### src/rtl/tdm_demux_1_to_2_pkg.sv
// Shared definitions for the 1-to-2 TDM demultiplexer.
//   DEFAULT_WIDTH : default bits per channel word
//   state_t       : controller state encoding (IDLE / COLLECT)
package tdm_demux_1_to_2_pkg;

    localparam int DEFAULT_WIDTH = 8;

    typedef enum logic {
        IDLE    = 1'b0,
        COLLECT = 1'b1
    } state_t;

    // Channel a slot is routed to: even slots to channel 0, odd to channel 1.
    function automatic logic slot_channel(input logic slot_lsb);
        return slot_lsb;
    endfunction

endpackage

### src/rtl/tdm_demux_1_to_2_shift_in_reg.sv
// MSB-first serial-in / parallel-out shift register for one channel.
//   CLK : clock
//   RST : synchronous active-high reset, clears Q
//   EN  : shift D in at the LSB end this cycle
//   CLR : discard the held word; combined with EN the new word starts with D
//   D   : serial data bit
//   Q   : parallel word, first bit shifted in ends up at bit WIDTH-1
module shift_in_reg #(
    parameter int WIDTH = 8
) (
    input  logic             CLK,
    input  logic             RST,
    input  logic             EN,
    input  logic             CLR,
    input  logic             D,
    output logic [WIDTH-1:0] Q
);

    logic [WIDTH-1:0] q_r;

    // Shift register update; CLR+EN restarts the word with D as its first bit.
    always_ff @(posedge CLK) begin
        if (RST) begin
            q_r <= {WIDTH{1'b0}};
        end else if (CLR) begin
            q_r <= EN ? {{(WIDTH-1){1'b0}}, D} : {WIDTH{1'b0}};
        end else if (EN) begin
            q_r <= {q_r[WIDTH-2:0], D};
        end else begin
            q_r <= q_r;
        end
    end

    assign Q = q_r;

endmodule

### src/rtl/tdm_demux_1_to_2.sv
// 1-to-2 time-division demultiplexer. A serial stream with channel 0 and
// channel 1 bits interleaved is split into two WIDTH-bit words, MSB first.
// FRAME (qualified by DIN_VALID) marks slot 0 of a 2*WIDTH-slot frame.
//   CLK       : clock
//   RST       : synchronous active-high reset
//   DIN       : serial TDM data bit
//   DIN_VALID : DIN carries a bit this cycle
//   FRAME     : this valid bit is slot 0 of a new frame
//   SEL       : channel the next accepted bit is routed to
//   OUT0/OUT1 : last completed channel-0 / channel-1 words
//   OUT_VALID : one-cycle pulse when OUT0/OUT1 are updated
//   FRAME_ERR : one-cycle pulse when a frame is aborted by an early FRAME
module tdm_demux_1_to_2
    import tdm_demux_1_to_2_pkg::*;
#(
    parameter int WIDTH = DEFAULT_WIDTH
) (
    input  logic             CLK,
    input  logic             RST,
    input  logic             DIN,
    input  logic             DIN_VALID,
    input  logic             FRAME,
    output logic             SEL,
    output logic [WIDTH-1:0] OUT0,
    output logic [WIDTH-1:0] OUT1,
    output logic             OUT_VALID,
    output logic             FRAME_ERR
);

    localparam int              CW       = $clog2(2 * WIDTH);
    localparam logic [CW-1:0]   CNT_ZERO = {CW{1'b0}};
    localparam logic [CW-1:0]   CNT_ONE  = CW'(1);
    localparam logic [CW-1:0]   CNT_LAST = CW'(2 * WIDTH - 1);

    state_t           state_r, state_s;
    logic [CW-1:0]    cnt_r, cnt_s;
    logic             sel_r, sel_s;
    logic             en0_s, en1_s, clr_s, done_s, abort_s;
    logic [WIDTH-1:0] q0_s, q1_s;
    logic [WIDTH-1:0] out0_r, out1_r;
    logic             out_valid_r, frame_err_r;

    // Next-state, slot counter and shift-enable decode.
    always_comb begin
        state_s = state_r;
        cnt_s   = cnt_r;
        en0_s   = 1'b0;
        en1_s   = 1'b0;
        clr_s   = 1'b0;
        done_s  = 1'b0;
        abort_s = 1'b0;
        case (state_r)
            IDLE: begin
                if (DIN_VALID && FRAME) begin
                    clr_s   = 1'b1;
                    en0_s   = 1'b1;
                    cnt_s   = CNT_ONE;
                    state_s = COLLECT;
                end else begin
                    state_s = IDLE;
                end
            end
            COLLECT: begin
                if (DIN_VALID && FRAME) begin
                    // Early FRAME: drop partial words, this bit is the new slot 0.
                    abort_s = 1'b1;
                    clr_s   = 1'b1;
                    en0_s   = 1'b1;
                    cnt_s   = CNT_ONE;
                end else if (DIN_VALID && (cnt_r == CNT_LAST)) begin
                    // Final slot is captured directly into OUT1, no shift needed.
                    done_s  = 1'b1;
                    cnt_s   = CNT_ZERO;
                    state_s = IDLE;
                end else if (DIN_VALID) begin
                    en0_s   = (slot_channel(cnt_r[0]) == 1'b0);
                    en1_s   = (slot_channel(cnt_r[0]) == 1'b1);
                    cnt_s   = cnt_r + CNT_ONE;
                end else begin
                    state_s = COLLECT;
                end
            end
            default: begin
                state_s = IDLE;
                cnt_s   = CNT_ZERO;
            end
        endcase
        sel_s = (state_s == COLLECT) ? cnt_s[0] : 1'b0;
    end

    // Controller state, slot counter and routing select registers.
    always_ff @(posedge CLK) begin
        if (RST) begin
            state_r <= IDLE;
            cnt_r   <= CNT_ZERO;
            sel_r   <= 1'b0;
        end else begin
            state_r <= state_s;
            cnt_r   <= cnt_s;
            sel_r   <= sel_s;
        end
    end

    // Output words and completion / abort pulses.
    always_ff @(posedge CLK) begin
        if (RST) begin
            out0_r      <= {WIDTH{1'b0}};
            out1_r      <= {WIDTH{1'b0}};
            out_valid_r <= 1'b0;
            frame_err_r <= 1'b0;
        end else begin
            out_valid_r <= done_s;
            frame_err_r <= abort_s;
            if (done_s) begin
                out0_r <= q0_s;
                out1_r <= {q1_s[WIDTH-2:0], DIN};
            end else begin
                out0_r <= out0_r;
                out1_r <= out1_r;
            end
        end
    end

    shift_in_reg #(.WIDTH(WIDTH)) u_ch0 (
        .CLK (CLK),
        .RST (RST),
        .EN  (en0_s),
        .CLR (clr_s),
        .D   (DIN),
        .Q   (q0_s)
    );

    shift_in_reg #(.WIDTH(WIDTH)) u_ch1 (
        .CLK (CLK),
        .RST (RST),
        .EN  (en1_s),
        .CLR (clr_s),
        .D   (DIN),
        .Q   (q1_s)
    );

    assign SEL       = sel_r;
    assign OUT0      = out0_r;
    assign OUT1      = out1_r;
    assign OUT_VALID = out_valid_r;
    assign FRAME_ERR = frame_err_r;

endmodule

### config.mk
export PLATFORM = sky130hd
export DESIGN_NAME = tdm_demux_1_to_2
export DESIGN_NICKNAME = d
export VERILOG_FILES = /design/src/rtl/tdm_demux_1_to_2_pkg.sv /design/src/rtl/tdm_demux_1_to_2_shift_in_reg.sv /design/src/rtl/tdm_demux_1_to_2.sv
export SDC_FILE = /design/constraint.sdc
export NUM_CORES = 1
export LEC_CHECK = 0
export ABC_AREA = 1
export CELL_PAD_IN_SITES_DETAIL_PLACEMENT = 1
export CELL_PAD_IN_SITES_GLOBAL_PLACEMENT = 1
export CORE_MARGIN = 2
export CORE_UTILIZATION = 38
export DETAILED_ROUTE_END_ITERATION = 10
export HOLD_SLACK_MARGIN = 0.05
export PLACE_DENSITY_LB_ADDON = 0.1
export SLEW_MARGIN = 20
export SYNTH_ARGS = -nofsm -noshare
export SYNTH_HDL_FRONTEND = slang
export SYNTH_SLANG_ARGS = --single-unit
export TNS_END_PERCENT = 5
### constraint.sdc
create_clock -name CLK -period 1.6 [get_ports CLK]
set_clock_uncertainty 0.2 [all_clocks]
set_input_delay 0.32 -clock CLK [delete_from_list [all_inputs] [get_ports CLK]]
set_output_delay 0.32 -clock CLK [all_outputs]
set_load 0.01 [all_outputs]
==> out/metrics.cfg, run 1 <==
[sta]
finalCriticalPeriod_ns = 1.51
grt_setup_unrepaired = yes
fmax_ghz = 0.662
setup_violations = 0
report.final.slew_viol_count = 0
tns_ns = 0
setup_slack_ns = 0.0894
post-route-period-util_pct = 94.4
hold_viol = 0
worstMarginPinSlew_ns = 0.232
finalHoldWorstSlack_ns = 0.269
relSlewSlack_pct = 84.5

[flow_run]
max-cap-violations = 0

[yosys]
synthTopCellsByArea = dfxtp_1, nor2_1, nand2_1
ys_seq_area_share_pct = 51.1
synthesis.area_um2 = 1530
synth_fp_nets = 201
synthDistinctLibCells = 23
yosysWarnings = 0
yosys.area.top_type_share_pct = 51.1
syn_avg_cell_area_um2 = 7.92
synth_top_area_cell = dfxtp_1
syn_inst = 193
synth_seq_cells = 39

[finish]
fin_util_pct = 51.1
syn2layout_area_growth_pct = 31.9
layoutNonFillerInstCount = 283
nNetsFinal = 240
fill_cells = 496
layout-drive-gt1-share_pct = 17.2
layout_common_cells = nor2_1, dfxtp_1, nand2_1
diodes = 0
layout_commonest_cell = nor2_1

[place]
hpwl_um = 2760
numPortBuffers = 23
dp_worst_setup_slack_ns = -0.346
place_congestion = 0.786
dp_cells = 275

[floorplan]
initial_core_util_pct = 38.7
die_h_um = 67.4
ios = 24
die_area_um2 = 4540
num_rows = 23
core_area_um2 = 3940
die_w_um = 67.4

[clock_tree]
cts_root_buffer = clkbuf_8
clkSlewWorstSetupHoldPaths_ns = 0.07
cts_setup_buffers = 0
cts_tree = done
cts_num_sinks = 39
cts_made_buffers = 5
cts_buffer_depth = 2
cts-htree-levels = 2
clock_latency_ns = 0.29

[worst_setup_path]
ff2ff_path_depth = 7
r2r_setup_slack_ns = 0.10
r2r_end = OUT0[5]
reg2reg_from = cnt_r[0]
crit_fanout = 7
cp.required_ns = 1.62
cp.arrival_ns = 1.53
end_kind = register
worstSetupPathType = in2reg
startpoint_type = input port

[routing]
drt_iter0_drc = 28
ant_nets = 0
dr_total_vias = 1396
routedWlPerCell_um = 12.5
firstDrtPassIters = 4
wirelength_um = 3550
vias_per_cell = 4.93
drc = 0

[worst_hold_path]
hp-class = reg2reg
hold_end = u_ch0.Q[7]
hp-start = u_ch0.Q[7]
min_path_cells = 2

[global_route]
grt_pass1_vias = 1365
grt_use_total_pct = 18.1
grt_max_degree = 19
grt-ovfl-total = 0
grt_pass1_wl_um = 5960
antenna_found_initial = 0

[pwr]
power.density_nw_per_um2 = 863
power_leakage_nw = 0.879
p_switching_w = 0.000398
p_comb_share_pct = 7.2
p_sw_share_pct = 22.9
ir_drop_v = 0.000526
p_seq_share_pct = 56.9
clockPowerShare_pct = 35.9
p_int_w = 0.00134

[outcome]
status = completed

-- through the flow --
step	cell area, um^2	power, W
finish	2010	0.00174
global route	2010	0.00182
CTS	1990	0.00177
detailed placement	1920	0.00113
global placement	1920	0.00113
floorplan	1530	0.00107
-- worst max-delay path by stage --
stage,from,end,slack [ns],cells past startpoint
final,FRAME,u_ch1.Q[4],0.09,8
after global routing,cnt_r[0],u_ch0.Q[2],-0.008,8
after CTS,cnt_r[0],OUT0[5],-0.009,7
after detailed placement,DIN_VALID,OUT0[5],-0.35,8
after global placement,DIN_VALID,OUT0[6],-0.31,8
after floorplan,cnt_r[0],OUT1[0],0.1,7
-- cells by family (layout without fill, tap and decap cells) --
group / Yosys count / count (layout) / share of synthesized area (%)
AO/OA/AOI/OAI: 38 / 38 / 12.4
AND/OR/NAND/NOR: 94 / 94 / 27.3
buffers and inverters: 19 / 59 / 6.72
adder cells (fa/ha/maj): 3 / 3 / 2.46
flip-flops: 39 / 39 / 51.1
-- layout make-up --
type | count | area [um^2] | share of cell area (%)
clock inverter | 1 | 5.00 | 0.248
multi-input combinational | 135 | 678 | 33.7
sequential | 39 | 783 | 38.9
tap | 50 | 62.6 | 3.11
clock buffer | 7 | 76.3 | 3.79
inverter | 13 | 53.8 | 2.67
timing repair buffer | 38 | 355 | 17.6
-- routing by layer --
layer / vias to the layer above / track usage [%] / share of wire, %
met2: 21 / 32.2 / 50
li1: 703 / - / -
met4: 0 / 9.18 / 2.1
met5: - / 0 / 0
met1: 665 / 19.8 / 44
met3: 7 / 4.50 / 4.1
-- power groups by stage --
stage	Combinational, W	Sequential (W)	Clock, W
2_1_floorplan	0.0000607	0.00101	0
3_3_place_gp	0.000120	0.00101	0
3_5_place_dp	0.000125	0.00101	0
4_1_cts	0.000125	0.000987	0.000653
5_1_grt	0.000141	0.000989	0.000691
6_report	0.000125	0.000988	0.000624
-- synth_stat cells --
master	instances
nand3_1	16
nand2_4	1
inv_6	1
o21ai_1	2
clkbuf_1	1
inv_2	3
buf_12	1
dfxtp_1	39
buf_2	2
or2_0	1
nand2_1	28
nor2_1	40
nor2_4	3
ha_1	3
a21oi_1	19
nand4_1	1
nor2_2	1
nand2_2	2
o21ai_0	17
nor3_1	1
inv_1	9
buf_6	1
buf_1	1
-- sequential cells by signal (all words and copies together) (netlist names) --
name	flops
u_ch0.Q	8
state_r	1
OUT0	8
FRAME_ERR	1
u_ch1.Q	7
OUT_VALID	1
SEL	1
cnt_r	4
OUT1	8
-- worst max-delay path, stage by stage --
cell	delay (ns)
clkdlybuf4s50_1	0.43
nand2_2	0.09
inv_2	0.07
buf_4	0.14
nor2_4	0.13
buf_12	0.13
nand3_1	0.08
a21oi_2	0.14
-- repair_timing --
action	CTS	global route
setup endpoints to repair	41	32
pin swaps	0	2
hold buffers	0	0
resized for setup	22	10
No activity file was read; power rests on OpenSTA's default activity.
==> run 2, diff against run 1 <==
--- a/config.mk
+++ b/config.mk
@@ -8,11 +8,12 @@
 export ABC_AREA = 1
 export CELL_PAD_IN_SITES_DETAIL_PLACEMENT = 1
 export CELL_PAD_IN_SITES_GLOBAL_PLACEMENT = 1
-export CORE_MARGIN = 2
+export CORE_MARGIN = 5
 export CORE_UTILIZATION = 38
 export DETAILED_ROUTE_END_ITERATION = 10
 export HOLD_SLACK_MARGIN = 0.05
 export PLACE_DENSITY_LB_ADDON = 0.1
+export REMOVE_ABC_BUFFERS = 1
 export SLEW_MARGIN = 20
 export SYNTH_ARGS = -nofsm -noshare
 export SYNTH_HDL_FRONTEND = slang
==> out/metrics.cfg, run 2 (synthesized netlist as in run 1, its figures left out) <==
[worst_setup_path]
cp.required_ns = 1.62
timing.critical_path.buf_inv = 2
path_cells = ha_1 -> nand2_1 -> inv_1 -> nand2_2 -> buf_12 -> nand3_1 -> a21oi_2
crit_slowest_cell = dfxtp_2
cpLargestDelayFamily = simple AND/OR/NAND/NOR gates
startpoint_type = register
cp.arrival_ns = 1.57
crit_fanout = 7
worstSetupPathType = reg2reg
cpPeakStageDelay_ns = 0.34
end_kind = register

[global_route]
gr-usage-met1_pct = 18.8
grt_pass1_vias = 1507
grt_pass1_wl_um = 6880
grt_max_degree = 19
antenna_found_initial = 0
grt-ovfl-total = 0
grt_busiest_layer = met2
use_met3_pct = 3.97
met2_usage_pct = 29.7
grt_use_total_pct = 16.6

[clock_tree]
cts_root_buffer = clkbuf_8
clock_latency_ns = 0.29
hold_buffers = 0
cts_tree = done
clkSlewWorstSetupHoldPaths_ns = 0.08
cts_num_sinks = 39
cts_buffer_depth = 2
cts_made_buffers = 5
cts-htree-levels = 2
cts_setup_buffers = 0

[place]
numPortBuffers = 23
place_congestion = 0.837
hpwl_um = 2940

[sta]
hold_viol = 0
setup_violations = 0
grt_setup_unrepaired = yes
post-route-period-util_pct = 96.4
worstMarginPinSlew_ns = 0.239
fmax_ghz = 0.649
relSlewSlack_pct = 84.1
finalCriticalPeriod_ns = 1.54
report.final.slew_viol_count = 0

[flow_run]
max-cap-violations = 0

[floorplan]
core_area_um2 = 3940
die_w_um = 73.4
die_h_um = 73.4
ios = 24
die_area_um2 = 5390
num_rows = 23
initial_core_util_pct = 38.7

[pwr]
power.density_nw_per_um2 = 914
power_leakage_nw = 0.874
power.total_w = 0.00185
ir_drop_v = 0.000566

[worst_hold_path]
hp-class = reg2reg

[finish]
nNetsFinal = 240
fin_util_pct = 51.4
layout_common_cells = nor2_1, dfxtp_1, nand2_1
layout-drive-gt1-share_pct = 15.9
syn2layout_area_growth_pct = 32.7
layout_commonest_cell = nor2_1
diodes = 0
fill_cells = 493

[routing]
drt_iter0_drc = 74
wirelength_um = 3950
drc = 0
dr_total_vias = 1390
ant_nets = 0
routedWlPerCell_um = 13.9
vias_per_cell = 4.91
firstDrtPassIters = 4

[outcome]
status = completed

==> run 2: cell count changes in the layout (fill, tap and decap cells not counted), sizes merged <==
cell	change
inv	-1
clkinvlp	+1
==> run 2: cell type report <==
| cell class | count | area [um^2] | share of cell area (%) |
|---|---|---|---|
| repair buffers | 38 | 355 | 17.5 |
| well taps | 50 | 62.6 | 3.09 |
| multi-input cells | 135 | 662 | 32.7 |
| clock inverters | 1 | 7.51 | 0.370 |
| clock buffers | 7 | 96.3 | 4.75 |
| inverters | 13 | 61.3 | 3.02 |
| flip-flops and latches | 39 | 782 | 38.6 |
==> run 2: per-stage QoR <==
| stage | std cells | setup TNS (ns) | cell area [um^2] | setup WS (ns) | hold WS [ns] |
|---|---|---|---|---|---|
| after global placement | 275 | -9.27 | 1920 | -0.300 | 0.251 |
| after floorplan | 187 | 0 | 1480 | 0.146 | 0.189 |
| after CTS | 283 | 0 | 2010 | 0.00165 | 0.261 |
| after detailed placement | 275 | -11.64 | 1920 | -0.408 | 0.249 |
| final | 283 | 0 | 2030 | 0.0582 | 0.258 |
| after global routing | 283 | -0.252 | 2030 | -0.0404 | 0.285 |
==> run 2: repair_timing <==
action	in CTS	in global routing
pin swaps	1	1
endpoints found under the setup margin	47	26
gates resized for setup	21	9
==> run 2: report_power, final <==
group          switching [W]  total (W)  internal (W)
registers         0.00000877   0.000988      0.000979
clock network       0.000347   0.000740      0.000392
logic              0.0000715   0.000125     0.0000534
total               0.000428    0.00185       0.00142
==> run 2: worst paths after layout <==
check | from | endpoint | slack [ns] | cells after the start
max | cnt_r[0] | u_ch1.Q[2] | 0.06 | 7
min | u_ch0.Q[7] | u_ch0.Q[7] | 0.26 | 2
max reg2reg | cnt_r[0] | u_ch1.Q[2] | 0.06 | 7
min reg2reg | u_ch0.Q[7] | u_ch0.Q[7] | 0.26 | 2
==> run 2: metal layers <==
layer | vias up | wire length, um
li1 | 703 | -
met1 | 649 | 1700
met2 | 31 | 1990
met3 | 7 | 189
met4 | 0 | 63
met5 | - | 0
==> run 2: worst register-to-register path, cell delays in order, from the launching register on <==
cell     delay [ns]
dfxtp_2        0.34
ha_1           0.21
nand2_1        0.13
inv_1          0.09
nand2_2        0.14
buf_12         0.13
nand3_1        0.09
a21oi_2        0.15
